### src/rtl/console_mux_pkg.sv
// Shared defaults and sizing helpers for the multi-lane console FIFO.
package console_mux_pkg;

    localparam int DEF_WIDTH = 8;
    localparam int DEF_DEPTH = 16;

    // Sized for the default depth; the modules size their own pointers from parameters.
    typedef logic [$clog2(DEF_DEPTH):0]     ptr_t;
    typedef logic [$clog2(DEF_DEPTH+1)-1:0] level_t;

    // Select width that stays legal for a single-lane build.
    function automatic int clog2_min1(input int n);
        return (n <= 1) ? 1 : $clog2(n);
    endfunction

endpackage

### src/rtl/fifo_lane.sv
// One FWFT byte lane: storage, wrap-bit pointers, occupancy flags and sticky overflow.
module fifo_lane
    import console_mux_pkg::*;
#(
    parameter int WIDTH     = DEF_WIDTH,
    parameter int DEPTH     = DEF_DEPTH,
    parameter int AF_THRESH = 12,
    parameter int PW        = $clog2(DEPTH),
    parameter int CW        = $clog2(DEPTH + 1)
) (
    input  logic             clk,
    input  logic             rst_n,
    input  logic             wr_en,
    input  logic [WIDTH-1:0] wr_data,
    input  logic             rd_en,
    input  logic             ovf_clr,
    output logic [WIDTH-1:0] head,
    output logic             empty,
    output logic             full,
    output logic             almost_full,
    output logic [CW-1:0]    level,
    output logic             overflow
);

    logic [WIDTH-1:0] mem [DEPTH];
    logic [PW:0]      w_ptr;
    logic [PW:0]      r_ptr;
    logic [PW:0]      ptr_diff;
    logic             do_push;
    logic             do_pop;

    assign empty       = (w_ptr == r_ptr);
    assign full        = (w_ptr[PW-1:0] == r_ptr[PW-1:0]) && (w_ptr[PW] != r_ptr[PW]);
    assign ptr_diff    = w_ptr - r_ptr;
    assign level       = CW'(ptr_diff);
    assign almost_full = (level >= CW'(AF_THRESH));
    assign head        = empty ? '0 : mem[r_ptr[PW-1:0]];

    // Both qualifiers use pre-edge flags, so a same-cycle pop never frees room for a push.
    assign do_push = wr_en && !full;
    assign do_pop  = rd_en && !empty;

    // NOTE: state registers use non-blocking assignments so every flop samples pre-edge values.
    always_ff @(posedge clk) begin
        if (!rst_n) begin
            w_ptr    <= '0;
            r_ptr    <= '0;
            overflow <= 1'b0;
        end else begin
            if (do_push) w_ptr <= w_ptr + 1'b1;
            if (do_pop)  r_ptr <= r_ptr + 1'b1;
            if (wr_en && full) overflow <= 1'b1;
            else if (ovf_clr)  overflow <= 1'b0;
        end
    end

    // NOTE: storage has no reset; stale contents are unreachable once the pointers are zeroed.
    always_ff @(posedge clk) begin
        if (rst_n && do_push) mem[w_ptr[PW-1:0]] <= wr_data;
    end

endmodule

### src/rtl/multi_fifo.sv
// NCH independent byte FIFOs sharing one FWFT read port selected by rd_ch.
module multi_fifo
    import console_mux_pkg::*;
#(
    parameter int NCH       = 4,
    parameter int DEPTH     = DEF_DEPTH,
    parameter int WIDTH     = DEF_WIDTH,
    parameter int AF_THRESH = 12,
    parameter int CW        = $clog2(DEPTH + 1),
    parameter int SW        = clog2_min1(NCH)
) (
    input  logic                 clk,
    input  logic                 rst_n,
    input  logic [NCH-1:0]       wr_en,
    input  logic [NCH*WIDTH-1:0] wr_data,
    input  logic [SW-1:0]        rd_ch,
    input  logic                 rd_en,
    output logic [WIDTH-1:0]     rd_data,
    output logic                 rd_valid,
    output logic [NCH-1:0]       empty,
    output logic [NCH-1:0]       full,
    output logic [NCH-1:0]       almost_full,
    output logic [NCH*CW-1:0]    level,
    output logic [NCH-1:0]       overflow,
    input  logic [NCH-1:0]       ovf_clr
);

    logic [WIDTH-1:0] head [NCH];
    logic [NCH-1:0]   lane_rd;

    for (genvar g = 0; g < NCH; g++) begin : g_lane
        // An out-of-range rd_ch matches no lane, so its pop is dropped.
        assign lane_rd[g] = rd_en && (rd_ch == SW'(g));

        fifo_lane #(
            .WIDTH     (WIDTH),
            .DEPTH     (DEPTH),
            .AF_THRESH (AF_THRESH)
        ) u_lane (
            .clk         (clk),
            .rst_n       (rst_n),
            .wr_en       (wr_en[g]),
            .wr_data     (wr_data[g*WIDTH +: WIDTH]),
            .rd_en       (lane_rd[g]),
            .ovf_clr     (ovf_clr[g]),
            .head        (head[g]),
            .empty       (empty[g]),
            .full        (full[g]),
            .almost_full (almost_full[g]),
            .level       (level[g*CW +: CW]),
            .overflow    (overflow[g])
        );
    end

    // NOTE: every output of a combinational block gets a default first, so no latch is inferred.
    always_comb begin
        rd_data  = '0;
        rd_valid = 1'b0;
        for (int i = 0; i < NCH; i++) begin
            if (rd_ch == SW'(i)) begin
                rd_data  = head[i];
                rd_valid = !empty[i];
            end
        end
    end

endmodule
### config.mk
export PLATFORM = sky130hd
export DESIGN_NAME = multi_fifo
export DESIGN_NICKNAME = d
export VERILOG_FILES = /design/src/rtl/console_mux_pkg.sv /design/src/rtl/fifo_lane.sv /design/src/rtl/multi_fifo.sv
export SDC_FILE = /design/constraint.sdc
export NUM_CORES = 1
export LEC_CHECK = 0
export ABC_AREA = 1
export BUFFER_PORTS_ARGS = -buffer_cell sky130_fd_sc_hd__buf_2
export CAP_MARGIN = 40
export CORE_ASPECT_RATIO = 2
export CORE_MARGIN = 2
export CORE_UTILIZATION = 40
export CTS_BUF_LIST = sky130_fd_sc_hd__clkbuf_4 sky130_fd_sc_hd__clkbuf_8
export CTS_CLUSTER_DIAMETER = 40
export CTS_CLUSTER_SIZE = 28
export DETAILED_ROUTE_END_ITERATION = 16
export HOLD_SLACK_MARGIN = 0.12
export SYNTH_ARGS = -nofsm -noshare
export SYNTH_HDL_FRONTEND = slang
export SYNTH_HIERARCHICAL = 1
export SYNTH_SLANG_ARGS = --single-unit
export TNS_END_PERCENT = 50
### constraint.sdc
create_clock -name clk -period 6.4 [get_ports clk]
set_input_delay 1.92 -clock clk [delete_from_list [all_inputs] [get_ports clk]]
set_output_delay 1.92 -clock clk [all_outputs]
set_load 0.005 [all_outputs]
==> out/metrics.yaml, run 1 <==
sta:
  setup_tns_ps: 0
  final_hold_viol_count: 0
  relSlewSlack_pct: 37.45
  drv_slew: 0
  skew_ps: 40.15
  setup-violations-final: 0
  rsz0062_at_grt: "no"
  worst_slew_pin_slew_ps: 934.8
  whs_ps: 469.3
  period_needed_ps: 5076
  period_share_pct: 79.32
  fmax_mhz: 197.0
routing:
  wl_per_cell_um: 19.87
  antenna_left: 0
  wl_mm: 62.02
  drtIter0Drc: 1105
  dr.pass1.iters: 6
  via_per_inst: 5.213
  via_count: 16280
  drc: 0
worst_setup_path:
  crit_path_end_kind: "output pin"
  cp_max_fo: 33
  cp.arrival_ps: 3160
  crit_path_frequent_cell: "nand3_1"
  max_stage_delay_ps: 420
  r2r_setup_slack_ps: 3600
  timing.rr.end: "g_lane[3].u_lane/mem[6][1]"
  reg2reg_depth: 8
  regToRegStartpoint: "g_lane[3].u_lane/w_ptr[2]"
  cp-start-kind: "flop"
  path_cells: "buf_4 > inv_1 > buf_16 > nand3_1 > nand3_1 > nand2_1 > nand2_1 > a21oi_1 > nand3_1 > nand4_1 > buf_2"
  cp_slowest_cell: "a21oi_1"
  critical_path_class: "flop to output pin"
  worstPathRequired_ps: 4480
synth:
  async_flop_share_pct: 0
  syn_avg_cell_area_um2: 10.97
  synth_most_common_cell: "nand2_1"
  yosysSeqAreaShare_pct: 67.18
  syn_inst: 2250
  synth.top_cells.by_count: "743 x nand2_1, 512 x edfxtp_1, 434 x nand3_1"
  synth_edf_count: 512
  yosysTopAreaCellShare_pct: 62.31
  synth_area_um2: 24670
  ys_types: 31
  synth_fp_nets: 2335
  ys_ff_latch: 572
  synth_ff_type: "edfxtp_1"
  yosys_warnings: 6
  synthTopCellsByArea: "edfxtp_1 62%, nand2_1 11%, nand3_1 8.8%"
  synth_area_leader_cell: "edfxtp_1"
final_layout:
  num-fill-cells: 5586
  drive_gt1_share_pct: 10.51
  finish.net_count: 2391
  fin_area_um2: 26890
  area_delta_synth_final_pct: 8.990
  finalCoreUtilization_pct: 44.07
hold_path:
  hold_path.class: "flop to flop"
  worstHoldEndpoint: "g_lane[3].u_lane/overflow"
  whs_path_depth: 2
  hold_start: "g_lane[3].u_lane/overflow"
power:
  switchingPower_mw: 1.973
  p_seq_share_pct: 57.4
  netSwitchingFraction_pct: 27.54
  pwr_density_cell_nw_per_um2: 266.4
  ir_drop_uv: 182.6
  leakage_nw: 9.913
  pwr-share-comb_pct: 8.4
  power_mw: 7.164
  internal_power_mw: 5.191
  clkPwrFrac_pct: 34.2
run:
  maxCapViolations: 0
floorplan:
  dieArea_um2: 63810
  core_area_um2: 61020
  num_rows: 128
  num_io_pins: 90
  die_x_um: 179.6
  start_util_pct: 40.44
  die_h_um: 355.2
place:
  place_congestion: 0.9284
  dp_hpwl_mm: 43.28
  dpl-instance-area_um2: 25640
  portBuffers: 89
global_route:
  antenna_found_initial: 3
  grt_max_degree: 65
  grt_usage_pct: 19.11
  grt_first_pass_wirelength_mm: 93.98
  grt_overflow_total: 0
  grt_pass1_vias: 16380
clock_network:
  ctsHoldBuffers: 0
  postCtsSetupRepairBufs: 0
  numCtsBuffers: 44
  htree_levels: 2
  cts-root-buf: "clkbuf_8"
  insertion_delay_ps: 670
  cts_buffer_depth: 3
  cts_sinks: 572
  ctsResizeCount: 0
  tritoncts: "yes"
  clk_pin_slew_ps: 120
status:
  status: "complete, no violations"
flip-flops by register name (all words and copies together), names as in the netlist, named ones only:
register	cells
g_lane.u_lane/r_ptr	20
g_lane.u_lane/w_ptr	20
g_lane.u_lane/overflow	4
g_lane.u_lane/mem	512
final cells by class:
| class | instances | area [um^2] | share of cell area, % |
|---|---|---|---|
| clock inverters | 34 | 619.3 | 2.303 |
| diodes | 2 | 5.005 | 0.01861 |
| multi-input cells | 1483 | 7013 | 26.08 |
| repair buffers | 116 | 738.2 | 2.745 |
| clock buffers | 46 | 626.9 | 2.331 |
| well taps | 780 | 975.9 | 3.629 |
| flip-flops and latches | 572 | 16580 | 61.65 |
| inverters | 89 | 334.1 | 1.242 |
worst max-delay path, delay by kind of cell (launching register included):
family | cells | cell delay [ps]
and+or+nand+nor | 6 | 660
buffers and inverters | 4 | 1070
AOI/OAI and AO/OA | 1 | 420
DFF | 1 | 330
power groups by stage:
stage / logic, mW / clock network, mW / registers [mW]
after floorplan: 0.349 / 0 / 4.19
after global placement: 0.584 / 0 / 4.19
after detailed placement: 0.606 / 0 / 4.20
after CTS: 0.607 / 2.53 / 4.11
after global routing: 0.661 / 2.65 / 4.11
final: 0.602 / 2.45 / 4.11
kinds of logic (layout without fill, tap and decap cells):
group	count (synthesis)	in the layout	share of synthesized area (%)
and+or+nand+nor	1296	1296	22.59
adders and majority gates	40	40	2.150
other	0	2	0
AOI/OAI and AO/OA	107	107	2.262
xor gates and xnor gates	40	40	1.420
DFF	572	572	67.18
buffers and inverters	195	285	4.401
metrics by stage:
stage | worst slack, ps | std cells
final | 1324 | 3122
after global routing | 1096 | 3121
after CTS | 1250 | 3120
after detailed placement | 1683 | 3040
after global placement | 1716 | 3026
after floorplan | 2163 | 2250
per-layer routing:
metal / wire [um] / up-vias / part of all wire [%] / GRT usage [%]
met5: 11 / - / 0.018 / 0
met4: 3000 / 2 / 4.8 / 9.756
met3: 2193 / 136 / 3.5 / 2.323
met2: 34690 / 400 / 56 / 37.42
met1: 22120 / 7899 / 36 / 19.65
li1: - / 7839 / - / -
worst max path at each step:
| stage | cells past startpoint | from | slack, ps | endpoint |
|---|---|---|---|---|
| after global placement | 5 | rd_ch[1] | 1720 | rd_valid |
| after global routing | 11 | flop | 1100 | rd_data[0] |
| after detailed placement | 5 | rd_ch[0] | 1680 | rd_data[6] |
| after floorplan | 3 | rd_ch[1] | 2160 | rd_valid |
| after CTS | 11 | flop | 1250 | rd_data[0] |
| final | 11 | flop | 1320 | rd_data[1] |
cells in the final DEF, fill, tap and decap left out, types with 3 or more instances in the layout:
cell and instances:
nor2_1 75, dfxtp_1 56, nand4_1 9, inv_1 76, edfxtp_1 512, dfxtp_2 4
a21o_1 3, ha_1 36, nand2_4 7, or2_2 3, nand3_2 4, inv_12 6
nand3_1 434, clkinv_8 8, o21ai_2 4, nor2_2 7, inv_2 13, fa_1 4
nand2_2 5, a21oi_1 84, o21ai_1 10, xor2_1 27, clkbuf_8 45, buf_4 21
xnor2_1 13, buf_12 4, buf_2 89, inv_16 6, o21ai_0 6, clkinv_16 5
nor3_2 3, nand2_1 743, nor3_1 5
(Power assumes the default switching activity.)
==> inputs of run 2 (changes only) <==
ABC_AREA = 0   (was 1)
clock period = 5 ns   (was 6.4 ns; I/O delays follow)
==> run 2 against run 1 <==
First-iteration DRC count fell by 33%. Clock power rose by 12%. Die area fell by 3.4%. Sequential share of layout area rose by 1.4 points. Cell area fell by 2.2%. Combinational power fell by 11%. Core utilization rose by 0.53 points. Via count fell by 27%. Clock skew rose by 8.8 ps. Wire length fell by 17%.
==> out/metrics.yaml, run 2 <==
floorplan:
  num_io_pins: 90  # unchanged
  die_x_um: 176.6  # -1.7%
  dieArea_um2: 61640  # -3.4%
  start_util_pct: 40.40  # about the same
  die_h_um: 349.1  # -1.7%
  num_rows: 126  # -1.6%
  core_area_um2: 58960  # -3.4%
clock_network:
  tritoncts: "yes"
  numCtsBuffers: 39  # -11%
  cts_sinks: 572  # unchanged
  cts_buffer_depth: 3  # unchanged
  postCtsSetupRepairBufs: 0  # unchanged
  clk_pin_slew_ps: 130  # about the same
  insertion_delay_ps: 660  # about the same
  htree_levels: 2  # unchanged
  cts-root-buf: "clkbuf_8"
routing:
  drtIter0Drc: 740  # -33%
  via_count: 11900  # -27%
  dr.pass1.iters: 4  # -2
  drc: 0  # unchanged
  antenna_left: 0  # unchanged
  wl_mm: 51.17  # -17%
  wl_per_cell_um: 23.15  # +17%
  via_per_inst: 5.382  # +3.2%
global_route:
  groute.layer.met3.usage_pct: 2.187  # -0.14 points
  grt_use_met2_pct: 33.37  # -4.0 points
  gr-max-usage-layer: "met2"
  use_met1_pct: 17.33  # -2.3 points
  grt_max_degree: 33  # -49%
  grt_pass1_vias: 12480  # -24%
  grt_overflow_total: 0  # unchanged
  grt_first_pass_wirelength_mm: 76.50  # -19%
  antenna_found_initial: 3  # unchanged
  grt_usage_pct: 16.80  # -2.3 points
synth:
  yosysSeqAreaShare_pct: 69.58  # +2.4 points
  synth_edf_count: 512  # unchanged
  ys_types: 39  # +26%
  synth_area_um2: 23820  # -3.5%
  ys_ff_latch: 572  # unchanged
  synth_ff_type: "edfxtp_1"
  synth_area_leader_cell: "edfxtp_1"
  async_flop_share_pct: 0  # unchanged
  yosysTopAreaCellShare_pct: 64.54  # +2.2 points
  synth.top_cells.by_count: "512 x edfxtp_1, 98 x mux4_2, 64 x a211oi_1"
  yosys_warnings: 6  # unchanged
  syn_avg_cell_area_um2: 18.60  # +70%
  synthTopCellsByArea: "edfxtp_1 65%, mux4_2 9.3%, dfxtp_1 5.0%"
  synth_fp_nets: 1366  # -41%
  synth_most_common_cell: "edfxtp_1"
  syn_inst: 1281  # -43%
final_layout:
  layout_common_cells: "512 x edfxtp_1, 98 x mux4_2, 89 x buf_2"
  finish.net_count: 1497  # -37%
  fin_area_um2: 26300  # -2.2%
  drive_gt1_share_pct: 23.53  # +13 points
  num-fill-cells: 5199  # -6.9%
  final_common_cell: "edfxtp_1"
  largest_reg_flops: 512  # unchanged
  area_delta_synth_final_pct: 10.39
sta:
  relSlewSlack_pct: 39.20  # +1.7 points
  setup_tns_ps: 0  # unchanged
  period_share_pct: 95.23
  fmax_mhz: 210.0
  rsz0062_at_grt: "no"
  period_needed_ps: 4762
  drv_slew: 0  # unchanged
  worst_slew_pin_slew_ps: 908.7  # -26.09 ps
  setup-violations-final: 0  # unchanged
  skew_ps: 48.97  # +8.820 ps
  final_hold_viol_count: 0  # unchanged
power:
  pwr_density_cell_nw_per_um2: 324.9  # +22%
  leakage_nw: 8.388  # -15%
  ir_drop_uv: 235.8  # +29%
hold_path:
  hold_path.class: "flop to flop"
  whs_path_depth: 2  # unchanged
  hold_start: "g_lane[1].u_lane/r_ptr[3]"
worst_setup_path:
  worstPathRequired_ps: 3500  # -980 ps
  cp-start-kind: "flop"
  r2r_setup_slack_ps: 2050  # -1550 ps
  cp.arrival_ps: 3260  # +100 ps
  crit_path_end_kind: "output pin"
  critical_path_class: "flop to output pin"
  regToRegStartpoint: "g_lane[3].u_lane/w_ptr[2]"
  cp_max_fo: 21  # -36%
  reg2reg_depth: 5  # -3
  timing.rr.end: "g_lane[3].u_lane/mem[4][2]"
run:
  maxCapViolations: 0  # unchanged
place:
  portBuffers: 89  # unchanged
  place_congestion: 0.7728  # -17%
  dp_hpwl_mm: 36.56  # -16%
  dpl-instance-area_um2: 25330  # -1.2%
status:
  status: "complete, no violations"
run 2: cell types whose count changed after synthesis, sizes merged, moves of 19 or more:
| cell | change |
|---|---|
| nor2 | -25 |
| nand2 | -750 |
| nor2b | +56 |
| buf | -36 |
| a21oi | -68 |
| and2 | +32 |
| mux2i | +40 |
| a211oi | +64 |
| inv | -60 |
| nand3 | -422 |
| mux4 | +137 |
| xnor2 | +19 |
run 2: routing by layer:
layer	routed length, um	vias up	part of all wire (%)
met4	1903	4	3.7
li1	-	5383	-
met1	17930	6187	35
met2	29640	226	58
met3	1667	95	3.3
met5	27	-	0.053
run 2: how the worst max path moves through the flow:
stage	start	endpoint	slack [ps]	depth (start not counted)
finish	flop	rd_data[2]	240	7
global placement	rd_ch[0]	rd_data[7]	780	3
CTS	flop	rd_data[7]	120	6
detailed placement	rd_ch[0]	rd_data[7]	790	3
floorplan	rd_ch[0]	rd_data[1]	1370	2
global route	flop	rd_data[4]	60	7
run 2: area by class of cell:
type                    instances  area, um^2  share of cell area [%]
multi-input cells             610        6663                   25.34
well taps                     768       960.9                   3.654
clock inverters                27       380.4                   1.446
clock buffers                  43       585.6                   2.227
repair buffers                160        1020                   3.878
inverters                      29       108.9                  0.4139
flip-flops and latches        572       16580                   63.04
diodes                          1       2.502                0.009516
run 2: repair_timing:
action                     CTS  global route
hold buffers                 0             0
resized for setup            0             1
setup endpoints to repair    0             1
run 2: critical path, stage by stage (launching register included):
cell	delay [ps]
dfxtp_1	470
buf_4	400
mux4_2	570
nor2b_1	150
a211oi_1	210
a211oi_1	130
mux4_2	560
buf_2	150
run 2: report_power, final:
part	switching, mW	internal (mW)
Sequential	0.0228	5.23
Clock	1.68	1.07
Combinational	0.327	0.209
run 2: through the flow:
step / setup WS, ps / cells / hold WS, ps / utilization (%) / total power, mW
2_1_floorplan: 1370 / 1281 / 497.2 / - / 5.650
3_3_place_gp: 782.4 / 2111 / 534.0 / 42.60 / 5.899
3_5_place_dp: 791.4 / 2139 / 539.2 / 42.95 / 5.910
4_1_cts: 117.1 / 2209 / 545.3 / 44.59 / 8.649
5_1_grt: 62.21 / 2210 / 590.2 / 44.60 / 8.824
6_report: 238.5 / 2210 / 544.7 / 44.60 / 8.544
run 2: logic make-up after synthesis:
group                      count (synthesis)  synth area share, %
DFF                                      572                69.58
and+or+nand+nor                          225                5.158
muxes                                    177                15.25
AOI/OAI and AO/OA                        124                3.698
buffers and inverters                     99                2.469
xor gates and xnor gates                  44                1.618
adders and majority gates                 40                2.227
